**config.mk**
```make
export PLATFORM = sky130hd
export DESIGN_NAME = encode_16_4_arb_flat
export DESIGN_NICKNAME = d
export VERILOG_FILES = /design/src/rtl/encode_16_4_arb_if.sv /design/src/rtl/encode_16_4_arb.sv /design/src/flat_wrapper.sv
export SDC_FILE = /design/constraint.sdc
export NUM_CORES = 1
export LEC_CHECK = 0
export CAP_MARGIN = 20
export CORE_ASPECT_RATIO = 0.75
export CORE_MARGIN = 5
export CORE_UTILIZATION = 50
export CTS_BUF_LIST = sky130_fd_sc_hd__clkbuf_2
export DETAILED_ROUTE_END_ITERATION = 16
export PLACE_DENSITY = 0.82
export RECOVER_POWER = 100
export SLEW_MARGIN = 0
export SYNTH_ARGS = -nofsm -noshare
export SYNTH_HDL_FRONTEND = slang
export SYNTH_SLANG_ARGS = --single-unit
```
**constraint.sdc**
```tcl
create_clock -name clk -period 6.74 [get_ports clk]
set_clock_uncertainty 0.1 [all_clocks]
set_input_delay 2.022 -clock clk [delete_from_list [all_inputs] [get_ports clk]]
set_output_delay 2.022 -clock clk [all_outputs]
set_load 0.005 [all_outputs]
```
**src/rtl/encode_16_4_arb_if.sv**
```systemverilog
// Request/grant bundle between requesters (master) and the 16-to-4 arbiter (slave).
// release_grant carries the owner's "free the grant" pulse; `release` is a reserved word.
interface encode_16_4_arb_if;
   logic [15:0] req;
   logic        release_grant;
   logic [3:0]  sel_out;
   logic [15:0] grant;
   logic        valid;
   logic        multi;

   modport master (
      output req,
      output release_grant,
      input  sel_out,
      input  grant,
      input  valid,
      input  multi
   );

   modport slave (
      input  req,
      input  release_grant,
      output sel_out,
      output grant,
      output valid,
      output multi
   );
endinterface

```
**src/rtl/encode_16_4_arb.sv**
```systemverilog
// Registered 16-to-4 encoder/arbiter; the grant is held until the owner releases it.
// Optional macro ENCODE_ROUND_ROBIN_EN selects round-robin instead of fixed lowest-index priority.
module encode_16_4_arb #(
   parameter logic [3:0] IDLE_SEL = 4'h0
) (
   input logic              clk,
   input logic              clr,
   encode_16_4_arb_if.slave bus
);

   typedef enum logic {ST_IDLE, ST_GRANT} state_t;

   state_t      state_reg;
   logic [3:0]  last_reg;
   logic [3:0]  sel_reg;
   logic [15:0] grant_reg;
   logic        valid_reg;
   logic        multi_reg;

   logic [15:0] search_vec;
   logic [3:0]  pick_offset;
   logic [3:0]  winner_next;
   logic [4:0]  req_count;
   logic        multi_next;

`ifdef ENCODE_ROUND_ROBIN_EN
   // Rotate requests so bit 0 of search_vec is index last+1; the lowest set bit then wins.
   genvar gi;
   generate
      for (gi = 0; gi < 16; gi++) begin : g_rot
         assign search_vec[gi] = bus.req[4'(last_reg + 4'(gi + 1))];
      end
   endgenerate
   assign winner_next = last_reg + 4'd1 + pick_offset;
`else
   assign search_vec  = bus.req;
   assign winner_next = pick_offset;
`endif

   always_comb begin
      pick_offset = 4'h0;
      for (int k = 15; k >= 0; k--) begin
         if (search_vec[k]) pick_offset = 4'(k);
      end
   end

   always_comb begin
      req_count = 5'd0;
      for (int k = 0; k < 16; k++) begin
         req_count = req_count + 5'(bus.req[k]);
      end
   end

   assign multi_next = (req_count > 5'd1);

   always_ff @(posedge clk) begin
      if (clr) begin
         state_reg <= ST_IDLE;
         last_reg  <= 4'hF;
         sel_reg   <= IDLE_SEL;
         grant_reg <= 16'h0000;
         valid_reg <= 1'b0;
         multi_reg <= 1'b0;
      end else begin
         case (state_reg)
            ST_IDLE: begin
               if (bus.req != 16'h0000) begin
                  state_reg <= ST_GRANT;
                  last_reg  <= winner_next;
                  sel_reg   <= winner_next;
                  grant_reg <= 16'h0001 << winner_next;
                  valid_reg <= 1'b1;
                  multi_reg <= multi_next;
               end
            end
            ST_GRANT: begin
               // Outputs stay frozen until release; req is not looked at here.
               if (bus.release_grant) begin
                  state_reg <= ST_IDLE;
                  sel_reg   <= IDLE_SEL;
                  grant_reg <= 16'h0000;
                  valid_reg <= 1'b0;
                  multi_reg <= 1'b0;
               end
            end
            default: state_reg <= ST_IDLE;
         endcase
      end
   end

   assign bus.sel_out = sel_reg;
   assign bus.grant   = grant_reg;
   assign bus.valid   = valid_reg;
   assign bus.multi   = multi_reg;

endmodule
```
**src/flat_wrapper.sv**
```systemverilog
// flat-port wrapper written by rule: the top's interface ports become plain ports
module encode_16_4_arb_flat 
#(
   parameter logic [3:0] IDLE_SEL = 4'h0
)
  (clk, clr, bus_req, bus_release_grant, bus_sel_out, bus_grant, bus_valid, bus_multi);
  encode_16_4_arb_if bus_i ();
  input logic clk;
  input logic clr;
  input wire logic [$bits(bus_i.req)-1:0] bus_req;
  input wire logic [$bits(bus_i.release_grant)-1:0] bus_release_grant;
  output wire logic [$bits(bus_i.sel_out)-1:0] bus_sel_out;
  output wire logic [$bits(bus_i.grant)-1:0] bus_grant;
  output wire logic [$bits(bus_i.valid)-1:0] bus_valid;
  output wire logic [$bits(bus_i.multi)-1:0] bus_multi;
  assign bus_i.req = bus_req;
  assign bus_i.release_grant = bus_release_grant;
  assign bus_sel_out = bus_i.sel_out;
  assign bus_grant = bus_i.grant;
  assign bus_valid = bus_i.valid;
  assign bus_multi = bus_i.multi;
  encode_16_4_arb #(.IDLE_SEL(IDLE_SEL)) u_core (.clk(clk), .clr(clr), .bus(bus_i));
endmodule
```
==> impl_summary.txt <==
----------------------------------------------------
[Clocking]
  CTS Hold Bufs ... 0
  Buffers from clock root to sink, at most ... 2
  Clock latency of the later-clocked register in the worst-skew pair ... 330 ps
  Clock transition at the registers of the reported paths ... 210 ps
  Clock root buffer ... sky130_fd_sc_hd__clkbuf_2
  Total clock buffers created by CTS ... 3
  Count of buffers added by post-CTS timing repair for setup ... 0
  CTS H-tree depth ... 1
  Number of sinks on the clock net ... 23
  Clock tree from TritonCTS ... yes
  Gates resized, CTS repair ... 0

[Critical path]
  Critical Path Most Common Cell ... sky130_fd_sc_hd__fa_1
  CP top delay family ... adder cells
  Sort of element at the start of the critical path ... input pin
  Setup crit start ... bus_req[0]
  Kind of capture point of the worst setup path ... flip-flop
  Worst path buffer plus inverter count ... 5
  Setup Crit Path Kind ... input pin to flip-flop
  CP max stage cell ... sky130_fd_sc_hd__dlygate4sd3_1
  Required arrival time at the worst endpoint ... 6880 ps
  Peak fanout along the critical path ... 4
  Chain of cells forming the critical path ... dlygate4sd3_1 > inv_1 > ha_1 > inv_1 > fa_1 > fa_1 > fa_1 > fa_1 > inv_1 > fa_1 > inv_1 > fa_1 > a2111oi_0 > a21oi_1 > o21ai_0 > a21oi_1
  Slowest stage delay, CP ... 620 ps
  WP data arrival ... 6450 ps
  Worst R2R Start ... u_core.state_reg

[Power]
  VDD IR max ... 0.116 mV
  Leakage power ... 0.916 nW
  Switching fraction of total power ... 35.7%
  Comb power frac ... 42.0%
  Clock power frac ... 16.1%
  Power dissipated by switching net loads ... 0.123 mW
  Power density over the cells ... 173 mW/mm2
  Internal power ... 0.221 mW
  Relative contribution of sequential cells to total power ... 41.9%

[Synthesis]
  Biggest area contributors in the synthesized netlist ... sky130_fd_sc_hd__dfxtp_1, sky130_fd_sc_hd__fa_1, sky130_fd_sc_hd__inv_1
  Dominant cell type by area after synthesis ... sky130_fd_sc_hd__dfxtp_1
  Post-synth top flop ... sky130_fd_sc_hd__dfxtp_1
  Syn Inst Count ... 160
  Post-synthesis register bit count ... 23
  Fraction of post-synthesis cell area in the top cell type by area ... 29.8%
  Sequential cell area fraction in the yosys report ... 29.8%
  Netlist Area Pre-Place ... 0.00155 mm2
  Yosys Warn Count ... 0
  Number of enable flip-flop cells after synthesis ... 0
  Synth async-reset ratio ... 0%
  Mapped Avg Cell Area ... 9.67 um2
  Number of distinct library cell variants in the gate-level netlist after synthesis ... 47
  Net count after synthesis ... 196

[Timing]
  Fin. max-slew vios ... 0
  Worst hold margin ... 372 ps
  F_max ... 158 MHz
  Final setup violation count ... 0
  Clock period minus worst slack ... 6320 ps
  Slew @ Worst Pin ... 668 ps
  Max transition margin ... 55.1%
  Unrepaired setup endpoints after global routing ... false
  Final worst path period share ... 93.7%
  Hold Fails Final Rpt ... 0
  Final TNS setup ... 0 ps
  Worst Setup Slack, final ... 424 ps

[Cells and area]
  Combined area of the multi-input logic cells ... 970 um2
  Layout cells sized above 1 ... 11.4%
  FF+latch area ... 460 um2
  Most frequent cells in the layout ... sky130_fd_sc_hd__inv_1, sky130_fd_sc_hd__dlygate4sd3_1, sky130_fd_sc_hd__dfxtp_1
  Nets ... 238
  Most common cell after layout, fill and taps aside ... sky130_fd_sc_hd__inv_1
  Largest register FFs ... 16
  Filler Cells Inserted ... 240
  Layout Area Growth over Synthesis ... 28.8%
  Antenna cell count ... 0

[Drt]
  1st-iter DRT viols ... 118
  Vias/cell ... 5.83
  Post-route DRC violation count ... 0
  Number of nets still failing antenna checks after routing ... 0
  1st-pass router iterations ... 4
  Total detailed-routing wirelength ... 4.00 mm
  Count of vias placed by the detailed router ... 1,394
  Wire per inst ... 16.7 um

[Die]
  Vertical die dimension ... 58.2 um
  Starting density of the core ... 52.3%
  Area enclosed by the die boundary ... 0.00432 mm2
  Width of the die ... 74.2 um
  Placement Rows ... 17
  Core ar. ... 0.00296 mm2
  I/O pin total ... 41

[Global route]
  Global routing usage summed across all routing layers ... 20.7%
  Number of antenna violations at the first check in global routing ... 0
  Pin count of the biggest net entering global routing ... 17
  Vias in the first global route ... 1,397
  First-pass GRT wire length ... 6.89 mm
  Total global routing overflow ... 0

[Min path]
  Origin of the worst min-delay path ... u_core.bus.sel_out[0]
  HP Class ... flip-flop to flip-flop

[Status]
  Outcome ... complete, no violations

[Place]
  Final weighted congestion in routability-driven placement ... 0.878
  # port buffers ... 40
  Detailed placement HPWL ... 3.41 mm
  Pre-CTS worst setup slack ... 167 ps

[Run]
  Number of violations of the max-capacitance limit ... 0

----------------------------------------------------
metrics by stage:
step | area, um2 | power, mW | util (%) | cells
6_report | 1990 | 0.344 | 67.4 | 239
5_1_grt | 1990 | 0.374 | 67.4 | 239
4_1_cts | 1990 | 0.346 | 67.4 | 239
3_5_place_dp | 1970 | 0.292 | 66.7 | 235
3_3_place_gp | 1970 | 0.277 | 66.7 | 235
2_1_floorplan | 1550 | 0.236 | - | 160
layer usage:
layer	track usage (%)	routed length [um]
met5	0	0
met4	3.05	31
met3	4.16	258
met2	34.3	1950
met1	28.5	1760
cell type report:
| cell class | instances | area share [%] |
|---|---|---|
| repair buffers | 40 | 20.1 |
| clock buffers | 4 | 1.01 |
| flip-flops and latches | 23 | 23.1 |
| multi-input cells | 109 | 48.7 |
| well taps | 38 | 2.39 |
| inverters | 25 | 4.71 |
cell usage after synthesis, types with 2 or more instances:
master                     number
sky130_fd_sc_hd__inv_1         24
sky130_fd_sc_hd__a32o_2         6
sky130_fd_sc_hd__and3_1         2
sky130_fd_sc_hd__a21oi_1        9
sky130_fd_sc_hd__nor4_4         2
sky130_fd_sc_hd__a32o_1         2
sky130_fd_sc_hd__nor4_1         2
sky130_fd_sc_hd__and2_1         2
sky130_fd_sc_hd__ha_1           7
sky130_fd_sc_hd__nor2_1        13
sky130_fd_sc_hd__dfxtp_1       23
sky130_fd_sc_hd__or4_1          2
sky130_fd_sc_hd__nand2b_1       3
sky130_fd_sc_hd__fa_1          10
sky130_fd_sc_hd__nand2_1       10
sky130_fd_sc_hd__a22o_1         8
sky130_fd_sc_hd__nor3_1         3
sky130_fd_sc_hd__a22oi_1        2
sky130_fd_sc_hd__nand3_1        2
power groups by stage:
stage               registers, mW  clock network (mW)  logic, mW
finish                      0.144              0.0554      0.144
global route                0.145              0.0632      0.166
CTS                         0.144              0.0555      0.146
detailed placement          0.147                   0      0.145
global placement            0.147                   0      0.130
floorplan                   0.147                   0     0.0892
worst paths after layout:
kind                            to  slack (ps)  depth (start not counted)
max               u_core.bus.multi         420                         16
min          u_core.bus.sel_out[0]         370                          2
max reg2reg    u_core.bus.grant[6]        4790                          5
min reg2reg  u_core.bus.sel_out[0]         370                          2
cell families (layout without fill, tap and decap cells):
family          Yosys count  after routing  synth area share (%)
buf+inv                  28             69                  7.52
simple gates             48             48                  18.8
compound gates           44             44                  25.3
fa+ha+maj                17             17                  18.6
flops                    23             23                  29.8
worst register-to-register path, stage by stage, from the launching register on:
cell and delay [ps]:
sky130_fd_sc_hd__dfxtp_1 420, sky130_fd_sc_hd__nor3_1 250, sky130_fd_sc_hd__and4_1 280, sky130_fd_sc_hd__a21o_2 160, sky130_fd_sc_hd__and2b_1 460, sky130_fd_sc_hd__a22o_1 230
(Power assumes the default switching activity.)
